<file path="src/rtl/branch_resolve_unit.sv">
// ---------------------------------------------------------------------------
// branch_resolve_unit
//
// Resolves a decode-stage branch or jump one cycle after it is presented.
// The unit compares rs1/rs2 with the funct3 condition, picks the word-address
// target, and flags a mispredict when the target differs from the PC that
// fetch already issued. A table of 2-bit saturating counters (BHT) is trained
// by conditional branches and read combinationally by fetch.
//
// Optional feature macro: BRU_STATS_EN
//   defined   : br_count / miss_count are live 32-bit wrapping counters
//   undefined : br_count / miss_count are tied to 0 and no counter flops exist
//
// Parameters
//   PC_W       word-address PC width
//   XLEN       register / immediate width (must be at least PC_W+2)
//   BHT_IDX_W  BHT index width, table depth 2^BHT_IDX_W (must be below PC_W)
//
// Ports
//   clk            sole clock, rising edge
//   rst            synchronous active-high reset
//   in_valid       branch/jump slot valid
//   flush          kill the current slot
//   pc             PC of the instruction being resolved
//   pc_predicted   PC fetched after it
//   imm            immediate
//   reg_data1/2    rs1 / rs2 values
//   jump_code      11 JALR, 10 JAL, 01 conditional branch, 00 none
//   branch_code    funct3 compare select
//   cannot_predict suppress the mispredict check
//   pred_pc        fetch-side BHT lookup address
//   pred_taken     BHT prediction for pred_pc (combinational)
//   out_valid      registered slot-accepted strobe
//   nextpc         registered resolved next PC
//   fail_predict   registered mispredict, redirect fetch to nextpc
//   br_count       accepted conditional branches
//   miss_count     accepted mispredicts
// ---------------------------------------------------------------------------
module branch_resolve_unit #(
    parameter int PC_W      = 13,
    parameter int XLEN      = 32,
    parameter int BHT_IDX_W = 6
) (
    input  logic            clk,
    input  logic            rst,
    input  logic            in_valid,
    input  logic            flush,
    input  logic [PC_W-1:0] pc,
    input  logic [PC_W-1:0] pc_predicted,
    input  logic [XLEN-1:0] imm,
    input  logic [XLEN-1:0] reg_data1,
    input  logic [XLEN-1:0] reg_data2,
    input  logic [1:0]      jump_code,
    input  logic [2:0]      branch_code,
    input  logic            cannot_predict,
    input  logic [PC_W-1:0] pred_pc,
    output logic            pred_taken,
    output logic            out_valid,
    output logic [PC_W-1:0] nextpc,
    output logic            fail_predict,
    output logic [31:0]     br_count,
    output logic [31:0]     miss_count
);

    localparam int BHT_DEPTH = 1 << BHT_IDX_W;

    localparam logic [1:0] JC_NONE   = 2'b00;
    localparam logic [1:0] JC_BRANCH = 2'b01;
    localparam logic [1:0] JC_JAL    = 2'b10;
    localparam logic [1:0] JC_JALR   = 2'b11;

    localparam logic [2:0] BC_EQ  = 3'b000;
    localparam logic [2:0] BC_NE  = 3'b001;
    localparam logic [2:0] BC_LT  = 3'b100;
    localparam logic [2:0] BC_GE  = 3'b101;
    localparam logic [2:0] BC_LTU = 3'b110;
    localparam logic [2:0] BC_GEU = 3'b111;

    logic                 cond_flag;
    logic                 is_eq;
    logic                 is_lt;
    logic                 is_ltu;
    logic [PC_W-1:0]      reg_off;
    logic [PC_W-1:0]      imm_off;
    logic [PC_W-1:0]      target;
    logic                 accept;
    logic                 mispredict;
    logic                 bht_update;
    logic [BHT_IDX_W-1:0] bht_wr_idx;
    logic [BHT_IDX_W-1:0] bht_rd_idx;
    logic [1:0]           bht_cur;
    logic [1:0]           bht_nxt;
    logic [1:0]           bht [BHT_DEPTH];

    // Byte-address operands reduced to word offsets; upper bits beyond PC_W
    // fall away, which gives the silent modulo-2^PC_W wrap of the target.
    assign reg_off = reg_data1[PC_W+1:2];
    assign imm_off = imm[PC_W+1:2];

    assign is_eq  = (reg_data1 == reg_data2);
    assign is_lt  = ($signed(reg_data1) < $signed(reg_data2));
    assign is_ltu = (reg_data1 < reg_data2);

    always_comb begin
        cond_flag = 1'b0;
        case (branch_code)
            BC_EQ:   cond_flag = is_eq;
            BC_NE:   cond_flag = ~is_eq;
            BC_LT:   cond_flag = is_lt;
            BC_GE:   cond_flag = ~is_lt;
            BC_LTU:  cond_flag = is_ltu;
            BC_GEU:  cond_flag = ~is_ltu;
            default: cond_flag = 1'b0;
        endcase
    end

    always_comb begin
        target = pc + PC_W'(1);
        case (jump_code)
            JC_JALR:   target = reg_off + imm_off;
            JC_JAL:    target = pc + imm_off;
            JC_BRANCH: target = cond_flag ? (pc + imm_off) : (pc + PC_W'(1));
            JC_NONE:   target = pc + PC_W'(1);
            default:   target = pc + PC_W'(1);
        endcase
    end

    assign accept     = in_valid & ~flush & ~rst;
    assign mispredict = accept & ~cannot_predict & (target != pc_predicted);
    assign bht_update = accept & (jump_code == JC_BRANCH);

    always_ff @(posedge clk) begin
        if (rst) begin
            out_valid    <= 1'b0;
            nextpc       <= '0;
            fail_predict <= 1'b0;
        end else begin
            out_valid    <= accept;
            fail_predict <= mispredict;
            if (accept) begin
                nextpc <= target;
            end
        end
    end

    // BHT: saturating 2-bit counters. The read port sees the registered
    // array, so a same-cycle write to the same entry returns the old value.
    assign bht_wr_idx = pc[BHT_IDX_W-1:0];
    assign bht_rd_idx = pred_pc[BHT_IDX_W-1:0];
    assign bht_cur    = bht[bht_wr_idx];
    assign pred_taken = bht[bht_rd_idx][1];

    always_comb begin
        bht_nxt = bht_cur;
        if (cond_flag) begin
            if (bht_cur != 2'b11) bht_nxt = bht_cur + 2'd1;
        end else begin
            if (bht_cur != 2'b00) bht_nxt = bht_cur - 2'd1;
        end
    end

    always_ff @(posedge clk) begin
        if (rst) begin
            for (int i = 0; i < BHT_DEPTH; i++) begin
                bht[i] <= 2'b01;
            end
        end else if (bht_update) begin
            bht[bht_wr_idx] <= bht_nxt;
        end
    end

`ifdef BRU_STATS_EN
    always_ff @(posedge clk) begin
        if (rst) begin
            br_count   <= '0;
            miss_count <= '0;
        end else begin
            if (bht_update) br_count   <= br_count + 32'd1;
            if (mispredict) miss_count <= miss_count + 32'd1;
        end
    end
`else
    assign br_count   = 32'd0;
    assign miss_count = 32'd0;
`endif

    // Immediate bits outside the word-offset field and the pred_pc bits above
    // the BHT index carry no meaning here.
    logic unused_bits;
    assign unused_bits = ^{imm[XLEN-1:PC_W+2], imm[1:0], pred_pc[PC_W-1:BHT_IDX_W]};

endmodule

</file>
<file path="config.mk">
export PLATFORM = sky130hd
export DESIGN_NAME = branch_resolve_unit
export DESIGN_NICKNAME = d
export VERILOG_FILES = /design/src/rtl/branch_resolve_unit.sv
export SDC_FILE = /design/constraint.sdc
export NUM_CORES = 1
export LEC_CHECK = 0
export ABC_AREA = 1
export CAP_MARGIN = 20
export CORE_UTILIZATION = 30
export DETAILED_ROUTE_END_ITERATION = 7
export RECOVER_POWER = 25
export SLEW_MARGIN = 15
export SYNTH_ARGS = -nofsm -noshare
export SYNTH_HDL_FRONTEND = slang
export SYNTH_SLANG_ARGS = --single-unit
export TNS_END_PERCENT = 50
</file>
<file path="constraint.sdc">
create_clock -name clk -period 3.6 [get_ports clk]
set_input_delay 0.72 -clock clk [delete_from_list [all_inputs] [get_ports clk]]
set_output_delay 0.72 -clock clk [all_outputs]
set_load 0.1 [all_outputs]
</file>
**Yosys cells after proc, flatten, opt, wreduce, memory -nomap -nowiden**

Memories as Yosys holds them, arrays and structs flattened.
Index checks and enable logic that the tools add are counted.

- Memories: 1
- Output and inout port bits: 80
- RAM bits: 128
- Flip-flop bits (word level): 15

Memory list:

| name | words | bits a word | read ports | clocked after memory_dff | write ports | line | RTL |
|---|---|---|---|---|---|---|---|
| bht | 64 | 2 | 2 | 0 | 64 | 93 | `logic [1:0] bht [BHT_DEPTH];` |

- Multiplexer cells: 14
- Equality and inequality tests: 11
- Bitwise gates (word level): 11
- Reductions and logical operators: 4
- Order comparisons: 2
- $add $sub $neg: 5

Operators by type and width:

| kind | count |
|---|---|
| 32-bit < comparator | 2 |
| 13-bit one-hot mux with 4 select lines | 1 |
| 32-bit equality test | 1 |
| 13-bit adder | 2 |
| 13-bit by 1-bit adder with 13-bit output (second input constant) | 1 |
| 13-bit two-way mux | 1 |
| 13-bit != test | 1 |
| 3-bit equality test (second input constant) | 4 |
| 2-bit two-way mux | 4 |
| 1-bit two-way mux | 6 |
| 6-bit two-way mux | 1 |
| 1-bit NOT | 6 |
| 1-bit one-hot mux with 6 select lines | 1 |
| 1-bit bitwise AND | 5 |
| 2-bit equality test (second input constant) | 2 |
| 3-bit by 1-bit equality test with 1-bit output (second input constant) | 1 |
| 3-bit logical NOT | 1 |
| 2-bit by 1-bit adder with 2-bit output (second input constant) | 1 |
| 2-bit by 1-bit equality test with 1-bit output (second input constant) | 1 |
| 2-bit logical NOT | 1 |
| 2-bit != test (second input constant) | 1 |
| 2-bit nonzero test | 1 |
| 2-bit OR reduction | 1 |
| 2-bit by 1-bit subtractor with 2-bit output (second input constant) | 1 |

**Depth between registers and ports, before layout**

- Word-level depth: 9
- Gate-level depth with buffers: 30

**Least setup slack after synthesis**

Ideal clock, no wire load.

- Path kind: in2out
- Start point: input port pred_pc[0]
- End point: output port pred_taken
- Buffers on the path: 1
- Data arrival time: 3.963 ns
- Cell stages on the path: 7
- Slack: -1.083 ns
- Path through: inv_1 -> clkbuf_1 -> nor2_1 -> o221a_2 -> o32ai_1 -> nor2_1 -> o31ai_1

- Word-level cells in the longest chain between the ends: 1

RTL lines:

| item | line | RTL |
|---|---|---|
| start: declaration | 56 | `input logic [PC_W-1:0] pred_pc,` |
| memory read 64 x 2 bit | - |  |
| end: declaration | 57 | `output logic pred_taken,` |

Every way passes these cells.

==> results.yml <==
yosys:
  yosys-top-cells-area: "edfxtp_1 (36%), nand2_1 (13%), nor2_1 (7.3%), inv_1 (6.8%), ha_1 (6.7%)"
  yosysMostFrequentCell: "nand2_1"
  yosys.area_share.simple_pct: 24.9
  synthXorXnorAreaFrac_pct: 2.38
  synth_edf_count: 128
  synth_top_family_by_area: "simple AND/OR/NAND/NOR gates"
  synthCells: 1435
  synth.distinct_cells: 44
  synth_fa_ha_area_share_pct: 7.04
  muxShareOfSynthArea_pct: 0
  syn_avg_cell_area_um2: 7.45
  async_reset_ff_share_pct: 0
  synthTopCellsByCount: "nand2_1 (361), nor2_1 (209), inv_1 (195)"
  synth-seq-cells: 143
  synth_warnings: 0
  synth_ff_type: "edfxtp_1"
  synth_top_area_share_pct: 35.9
  synth_compound_area_share_pct: 12.9
  synth_top_area_cell: "edfxtp_1"
  syn_area_mm2: 0.0107
  ys_seq_area_share_pct: 38.8
grt:
  grt_overflow: 0
  grt.busiest_layer: "met2"
  met1_usage_pct: 22.2
  grt_pass1_vias: 9786
  gr-usage-met2_pct: 30.6
  grt_max_degree: 41
  antenna_found_initial: 4
  grt_use_total_pct: 18.2
  gr-usage-met3_pct: 2.69
  grt_pass1_wl_mm: 50.9
detailed_routing:
  drt_iter0_markers: 738
  via_per_inst: 4.78
  vias: 10200
  routedWlPerCell_um: 15.4
  ant_nets: 0
  wl_mm: 33.0
  drc_errors: 0
  dr.pass1.iters: 5
setup_path:
  startpoint_type: "primary input"
  r2r_cells: 12
  path_max_fanout: 40
  critical_path_class: "in2reg"
  r2r_slack_ps: 1070
  endpoint_kind: "flip-flop"
  r2r_start: "bht[51][1]$_SDFFCE_PN0P_"
  reg2reg_to: "bht[5][0]$_SDFFCE_PN1P_"
  cp_data_arrival_time_ps: 3590
  cp.required_ps: 3780
outcome:
  outcome: "finished, final reports clean"
floorplanning:
  die_area_mm2: 0.0364
  ios: 225
  core_mm2: 0.0348
  die_w_um: 191
  fp.dieH_um: 191
  initial_core_util_pct: 30.7
  rows: 68
pwr:
  p_switching_uw: 1840
  switching_share_pct: 35.9
  p_clk_share_pct: 30.9
  seqPwrFrac_pct: 36.4
  fin_total_pwr_uw: 5140
  combPwrFrac_pct: 32.6
  p_int_uw: 3300
  ir_drop_uv: 292
  p_leak_uw: 0.00579
  p_per_area_mw_per_mm2: 373
cts:
  numCtsBuffers: 17
  clk-insertion-delay-late_ps: 440
  cts-root-buf: "clkbuf_16"
  cts_hold_buf: 0
  cts_buffer_depth: 2
  tritoncts: "built"
  clk_pin_slew_ps: 60
  tritoncts_num_sinks: 143
  post_cts_buffers: 0
  cts_max_level: 4
timing:
  fin_setup_tns_ps: 0
  setup_viol: 0
  whs_ps: 508
  tightest_slew_ps: 1200
  fin_crit_ps: 3410
  slew_violations: 0
  relSlewSlack_pct: 20.0
  hold_viol: 0
  post-route-period-util_pct: 94.6
  fmax_mhz: 294
  skew_ps: 18.2
placement:
  hpwl_mm: 25.4
  place_congestion: 0.889
  portBuffers: 134
  dp_cells: 2100
hold_path:
  hold_end: "nextpc[8]$_SDFFE_PP0P_"
  min_from: "nextpc[8]$_SDFFE_PP0P_"
  worstHoldPathType: "reg2reg"
  hold_depth: 2
finish:
  drive_gt1_share_pct: 11.2
  final_util_pct: 39.6
  nFillCells: 3544
  areaGrowthSynthToFinish_pct: 28.8
  final_cells: 2136
  fin_nets: 1868
job:
  cap_violations: 0
-- repair_timing --
item,4_1_cts,5_1_grt
gates resized for setup,3,12
endpoints found under the setup margin,1,2
pin swaps,1,1
-- flip-flops by register name (all words and copies together), names as in the netlist --
register / flops
out_valid: 1
bht: 128
nextpc: 13
fail_predict: 1
-- how the worst max path moves through the flow --
stage / startpoint / end / slack, ps
4_1_cts: pred_pc[1] / pred_taken / 6
3_5_place_dp: imm[2] / fail_predict$_SDFF_PP0_ / -270
5_1_grt: reg_data2[13] / fail_predict$_SDFF_PP0_ / -8
3_3_place_gp: imm[2] / fail_predict$_SDFF_PP0_ / -250
2_1_floorplan: pred_pc[0] / pred_taken / 290
6_report: pc[0] / bht[5][0]$_SDFFCE_PN1P_ / 190
-- power groups by stage --
stage | clock [uW] | sequential, uW | combinational, uW
after floorplan | 0 | 1990 | 1030
after global placement | 0 | 1910 | 1660
after detailed placement | 0 | 1910 | 1670
after CTS | 1610 | 1870 | 1670
after global routing | 1670 | 1880 | 1820
final | 1590 | 1870 | 1680
-- worst max-delay path, cell delays in order --
cell and delay (ps):
clkdlybuf4s50_1 640, buf_4 180, nor3_2 40, buf_12 160
a221oi_1 320, nand4_1 200, nand2_1 140, nand2_1 50
a221oi_1 250, nand2_1 120, buf_4 170, o21ai_4 200
buf_12 230, nand2_1 90
-- layer usage --
metal | share of wire [%] | up-vias
li1 | - | 5051
met1 | 42 | 4720
met2 | 48 | 364
met3 | 5.8 | 85
met4 | 4.1 | 0
met5 | 0 | -
-- cell type report --
| class | instances | area [um^2] | area share [%] |
|---|---|---|---|
| multi-input combinational | 1040 | 5360 | 38.9 |
| clock inverter | 12 | 88.8 | 0.645 |
| timing repair buffer | 261 | 2410 | 17.5 |
| tap | 455 | 569 | 4.13 |
| inverter | 201 | 754 | 5.48 |
| antenna | 4 | 10.0 | 0.0727 |
| clock buffer | 20 | 437 | 3.17 |
| sequential | 143 | 4140 | 30.1 |
-- placed cells by master (no fill, tap or decap), types with 10 or more instances in the layout --
master	netlist	layout
xor2_1	19	19
nand3_1	49	49
edfxtp_1	128	128
a221oi_1	21	21
inv_1	195	192
dfxtp_1	15	15
xnor2_1	10	10
nand2_1	361	360
conb_1	1	64
clkdlybuf4s50_1	0	113
o21ai_0	68	67
nor2_1	209	206
nand4_1	17	17
dlygate4sd3_1	0	15
a21oi_1	74	72
buf_4	77	115
ha_1	57	57
a22oi_1	18	18
clkbuf_16	0	17
o22ai_1	11	11
buf_12	0	10
-- kinds of logic (layout without fill, tap and decap cells) --
kind of cell,count (synthesis),after routing
other cells,1,68
xor+xnor,29,29
simple gates,662,662
flops,143,143
compound gates,226,226
fa+ha+maj,59,59
buf+inv,315,494
-- metrics by stage --
step                      cell area [um^2]  worst slack (ps)
after floorplan                      10900               290
after detailed placement             13200              -268
final                                13800               193
after global placement               13200              -254
after CTS                            13700              6.33
after global routing                 13800             -7.59
Power figures use the tool's default switching activity.
